===== config.mk =====
export PLATFORM = sky130hd
export DESIGN_NAME = alu_exec_stage
export DESIGN_NICKNAME = d
export VERILOG_FILES = /design/src/rtl/alu_exec_stage.sv
export SDC_FILE = /design/constraint.sdc
export NUM_CORES = 1
export LEC_CHECK = 0
export BUFFER_PORTS_ARGS = -buffer_cell sky130_fd_sc_hd__clkbuf_2
export CAP_MARGIN = 20
export CELL_PAD_IN_SITES_DETAIL_PLACEMENT = 0
export CELL_PAD_IN_SITES_GLOBAL_PLACEMENT = 1
export CORE_UTILIZATION = 35
export CTS_CLUSTER_DIAMETER = 150
export DETAILED_ROUTE_END_ITERATION = 8
export PLACE_DENSITY_LB_ADDON = 0.1
export SLEW_MARGIN = 30
export SYNTH_ARGS = -nofsm -noshare
export SYNTH_HDL_FRONTEND = slang
export SYNTH_SLANG_ARGS = --single-unit

===== constraint.sdc =====
create_clock -name clk -period 8.5 [get_ports clk]
set_input_delay 1.275 -clock clk [delete_from_list [all_inputs] [get_ports clk]]
set_output_delay 1.275 -clock clk [all_outputs]
set_load 0.01 [all_outputs]

===== src/rtl/alu_exec_stage.sv =====
// Registered ARM data-processing execute stage: ALU, condition check, NZCV flags.
// Optional macro ALU_SHIFT_CARRY_EN: flag-setting logical ops take C from the shifter carry-out.
module alu_exec_stage #(
  parameter int DATA_W  = 32,
  parameter int RADDR_W = 4
) (
  input  logic               clk,
  input  logic               rst_n,
  input  logic               valid_in,
  input  logic               stall_in,
  input  logic [3:0]         cond_in,
  input  logic [3:0]         opcode_in,
  input  logic               s_bit_in,
  input  logic [DATA_W-1:0]  rn_in,
  input  logic [DATA_W-1:0]  src2_in,
  input  logic [RADDR_W-1:0] rd_addr_in,
`ifdef ALU_SHIFT_CARRY_EN
  input  logic               shifter_carry_in,
`endif
  output logic               valid_out,
  output logic [DATA_W-1:0]  result_out,
  output logic [RADDR_W-1:0] rd_addr_out,
  output logic               reg_write_out,
  output logic               cond_pass_out,
  output logic [3:0]         flags_out
);

  logic               valid_q, wr_q, pass_q;
  logic [DATA_W-1:0]  result_q;
  logic [RADDR_W-1:0] rd_q;
  logic [3:0]         flags_q, flags_d;

  logic n_f, z_f, c_f, v_f;
  assign {n_f, z_f, c_f, v_f} = flags_q;

  logic pass;
  always_comb begin
    pass = 1'b0;
    case (cond_in)
      4'h0: pass = z_f;
      4'h1: pass = ~z_f;
      4'h2: pass = c_f;
      4'h3: pass = ~c_f;
      4'h4: pass = n_f;
      4'h5: pass = ~n_f;
      4'h6: pass = v_f;
      4'h7: pass = ~v_f;
      4'h8: pass = c_f & ~z_f;
      4'h9: pass = ~c_f | z_f;
      4'hA: pass = (n_f == v_f);
      4'hB: pass = (n_f != v_f);
      4'hC: pass = ~z_f & (n_f == v_f);
      4'hD: pass = z_f | (n_f != v_f);
      4'hE: pass = 1'b1;
      default: pass = 1'b0;
    endcase
  end

  // Every arithmetic op is x + y + cin; subtraction uses ~operand so C is NOT borrow.
  logic [DATA_W-1:0] add_x, add_y;
  logic              add_cin, is_arith;
  always_comb begin
    add_x    = rn_in;
    add_y    = src2_in;
    add_cin  = 1'b0;
    is_arith = 1'b1;
    case (opcode_in)
      4'h2, 4'hA: begin add_y = ~src2_in; add_cin = 1'b1; end
      4'h3:       begin add_x = src2_in; add_y = ~rn_in; add_cin = 1'b1; end
      4'h4, 4'hB: ;
      4'h5:       add_cin = c_f;
      4'h6:       begin add_y = ~src2_in; add_cin = c_f; end
      4'h7:       begin add_x = src2_in; add_y = ~rn_in; add_cin = c_f; end
      default:    is_arith = 1'b0;
    endcase
  end

  logic [DATA_W:0] sum;
  logic            add_v;
  assign sum   = {1'b0, add_x} + {1'b0, add_y} + {{DATA_W{1'b0}}, add_cin};
  assign add_v = (add_x[DATA_W-1] == add_y[DATA_W-1]) & (sum[DATA_W-1] != add_x[DATA_W-1]);

  logic [DATA_W-1:0] res;
  always_comb begin
    res = sum[DATA_W-1:0];
    case (opcode_in)
      4'h0, 4'h8: res = rn_in & src2_in;
      4'h1, 4'h9: res = rn_in ^ src2_in;
      4'hC:       res = rn_in | src2_in;
      4'hD:       res = src2_in;
      4'hE:       res = rn_in & ~src2_in;
      4'hF:       res = ~src2_in;
      default:    ;
    endcase
  end

  logic is_test, flag_we, logic_c;
  assign is_test = (opcode_in[3:2] == 2'b10);
  assign flag_we = valid_in & pass & (s_bit_in | is_test);
`ifdef ALU_SHIFT_CARRY_EN
  assign logic_c = shifter_carry_in;
`else
  assign logic_c = c_f;
`endif
  assign flags_d = {res[DATA_W-1], ~|res,
                    is_arith ? sum[DATA_W] : logic_c,
                    is_arith ? add_v       : v_f};

  always_ff @(posedge clk or negedge rst_n) begin
    if (!rst_n) begin
      valid_q  <= 1'b0;
      wr_q     <= 1'b0;
      pass_q   <= 1'b0;
      result_q <= '0;
      rd_q     <= '0;
      flags_q  <= 4'b0000;
    end else if (!stall_in) begin
      valid_q <= valid_in;
      wr_q    <= valid_in & pass & ~is_test;
      pass_q  <= valid_in & pass;
      if (valid_in) begin
        result_q <= res;
        rd_q     <= rd_addr_in;
      end
      if (flag_we) flags_q <= flags_d;
    end
  end

  assign valid_out     = valid_q;
  assign result_out    = result_q;
  assign rd_addr_out   = rd_q;
  assign reg_write_out = wr_q;
  assign cond_pass_out = pass_q;
  assign flags_out     = flags_q;

endmodule


==> results.md <==
* Outcome: finished clean
* Clk pwr share at 18.2%
* Setup slack at placement at 2.222 ns
* Final setup viols at 0
* Io pins at 124
* Final Cycle Share at 70.37%
* Synth Flop Type: dfrtp_1
* Pwr dens at 146.2 nW/um^2
* Die area at approximately 21000 sq um
* Yosys reg bits at 43
* Final-report hold violation count at 0
* Unique masters post-synth at 83
* Post-route worst setup slack at roughly 2.5 ns
* CP required at 8.72 ns
* Maximum vdd ir drop at approximately 0.066 mV
* Worst skew pair latency at 0.29 ns
* Switch Pwr at about 0.53 mW
* DRC Markers at 0
* CP startpoint kind: primary input
* Post-synthesis cell count at 1044
* Final Critical Period at 5.981 ns
* Clk_skew at 0.005024 ns
* Max-slew headroom at 43.40%
* GPL Wtd Cong at approximately 0.87
* Post-synth top area cell: dfrtp_1
* Ys Warns at 0
* Total Wirelength at 26200 um
* Core area at 19780 sq um
* GRT Resource Usage Total at 24.73%
* CTS HTree Levels at 2
* Register share of total power at 24.5%
* Vias in the first global route at 7041
* Crit path from: opcode_in[0]
* Via count at around 7800
* Tot Pwr at 1.185 mW
* Mean cell area of the mapped netlist at between 6 and 7 sq um
* Largest net degree at the start of global routing at 82
* EDFF count, synth at 0
* Antenna diodes at 0
* First-pass GRT wire length at 41140 um
* CTS resizes at 0
* CTS tree: built
* Die X-Extent at around 150 um
* Port bufs at ~120
* Seq/Total Area, Yosys at 15.01%
* Worst setup EP type: register
* Worst-case reg-to-reg path depth at 16
* R2R Path End: flags_out[2]
* Final slew viol count at 0
* Sw Share at 44.55%
* Min-delay worst type: register to register
* DR pass1 iterations at 5
* Worst-path maximum fanout at 81
* Initial Utilization at between 30 and 40%
* Reg2reg start: flags_out[1]
* Share of the synthesized area in the top cell type at 15.01%
* Root Buffer: clkbuf_16
* Post-CTS Repair Setup Buffers at 0
* RSZ-0062 raised after global routing: false
* Fmax at about 170 MHz
* Flop-to-flop setup slack at ~4.3 ns
* Max Cap Viol at 0
* Ranking of synthesized cells by area: dfrtp_1 (15%), o21ai_0 (12%), ha_1 (11%), nand2_1 (7.6%), a21oi_1 (4.7%)
* Layout cell share with drive strength beyond 1 at 16.43%
* Final instance area at 8110 sq um
* Initial antenna violation count at 1
* P_leak at 3.800 nW
* Clk pin slew, worst setup/hold paths at 0.06 ns
* Final net count at 1271
* Mapped cell area at 7169 sq um
* Core Util, Final at 41.00%
* Gr ovfl total at 0
* Dpl hpwl at 20120 um
* Hold_buf cts at 0
* Power Internal at 0.6573 mW
* Cts bufs inserted at 5
* Syn nets at 1190
* Area Overhead vs Synth at 13.12%
* Clk buf depth at 2
* Vias per cell at 5.608
* Placed inst area at ~8000 sq um
* WL/cell at 18.84 um
* CP endpoint: flags_out[2]
* Share of flip-flops with an asynchronous set or reset at 100.0%
* Arrival @ worst endpoint at around 6.2 ns
* DRT iter0 DRCs at 566
* Comb pwr share at 57.3%
* Die Y at ~150 um
* Crit Path Category: primary input to register
* Site Rows at slightly above 50
* CTS Sinks at 43
* Fin Setup TNS at 0 ns
* Worst slew pin tran at 0.8490 ns
* Final ANT Viol Nets at 0
-- critical path, cell delays in order --
cell       delay [ns]
clkbuf_2         0.08
buf_4            0.27
nand2_1          0.18
or2_2            0.27
buf_4            0.59
nor2_1           0.09
a211oi_1         0.32
fa_1             0.27
inv_1            0.07
fa_1             0.48
a211oi_2         0.23
o21ai_2          0.14
o2111ai_1        0.23
nand2_2          0.19
a41o_1           0.28
a311oi_1         0.53
nand4_1          0.18
nor4_2           0.31
nand4_1          0.12
nand2_1          0.08
-- power groups by stage --
stage          sequential [mW]  clock [mW]  combinational (mW)
2_1_floorplan            0.309           0               0.428
3_3_place_gp             0.294           0               0.674
3_5_place_dp             0.295           0               0.672
4_1_cts                  0.291       0.222               0.675
5_1_grt                  0.298       0.229               0.755
6_report                 0.291       0.215               0.679
-- cell families (layout without fill, tap and decap cells) --
family | Yosys count | after routing | synth area share [%]
AO/OA/AOI/OAI | 396 | 396 | 34.42
XOR/XNOR | 42 | 42 | 5.131
adder cells (fa/ha/maj) | 65 | 65 | 11.55
buffers and inverters | 143 | 225 | 8.464
flip-flops | 43 | 43 | 15.01
multiplexers | 26 | 26 | 3.996
AND/OR/NAND/NOR | 329 | 329 | 21.43
-- how the worst min path moves through the flow --
stage | startpoint | endpoint | slack [ns] | depth (start not counted)
finish | result_out[28] | result_out[28] | 0.48 | 2
global route | reg_write_out | reg_write_out | 0.50 | 1
CTS | reg_write_out | reg_write_out | 0.48 | 1
detailed placement | reg_write_out | reg_write_out | 0.47 | 1
global placement | result_out[19] | result_out[19] | 0.46 | 2
floorplan | valid_out | valid_out | 0.51 | 2
-- flip-flops by register name, summed over array words and instances (netlist names) --
register       cells
valid_out          1
rd_addr_out        4
result_out        32
reg_write_out      1
cond_pass_out      1
flags_out          4
-- placed cells by master (no fill, tap or decap), types with 12 or more instances in the layout --
cell type  instances
xnor2_1           25
a21oi_1           67
clkbuf_2         123
inv_1             78
a21o_1            18
o21ai_0          174
dfrtp_1           43
nor2_1            68
buf_4             15
nand3_1           19
mux2i_1           14
nand4_1           12
xor2_1            17
nand2_1          145
ha_1              63
o21a_1            12
a31oi_1           17
-- metal layers --
layer,global-route usage [%],up-vias,part of all wire [%]
met1,39.60,3603,53
met5,0,-,0
met3,3.208,11,6.9
met2,34.69,244,39
li1,-,3943,-
met4,3.842,0,0.80
-- stage by stage --
step	hold slack [ns]	instances
final	0.4773	1391
after CTS	0.4843	1391
after global routing	0.5037	1391
after detailed placement	0.4698	1383
after floorplan	0.5118	1044
after global placement	0.4613	1383
-- layout make-up --
cell class	instances	area [sq um]
Clock buffer	5	125.1
Clock inverter	3	43.79
Fill cell	2193	11670
Inverter	79	296.5
Multi-Input combinational cell	858	5509
Sequential cell	43	1076
Tap cell	265	331.6
Timing Repair Buffer	138	728.2
-- Yosys cell counts, types with 5 or more instances --
cell type,n
xor2_1,17
a22oi_1,6
nand3b_1,7
dfrtp_1,43
nand2_1,145
o211ai_1,6
a211oi_1,11
o31ai_1,5
mux2_2,11
nand2b_1,10
a21o_1,18
a31oi_1,17
nor3_1,12
o2111ai_1,5
o21a_1,12
nand4_1,12
ha_1,63
a21oi_1,67
a32oi_1,5
buf_2,9
o21ai_0,174
and3_1,10
nand3_1,19
xnor2_1,25
o22ai_1,11
mux2i_1,14
nor2_1,68
clkbuf_1,44
nor2b_1,10
a221oi_1,8
or3_1,7
inv_1,78
Note: power is estimated with default switching activity, not from simulation.
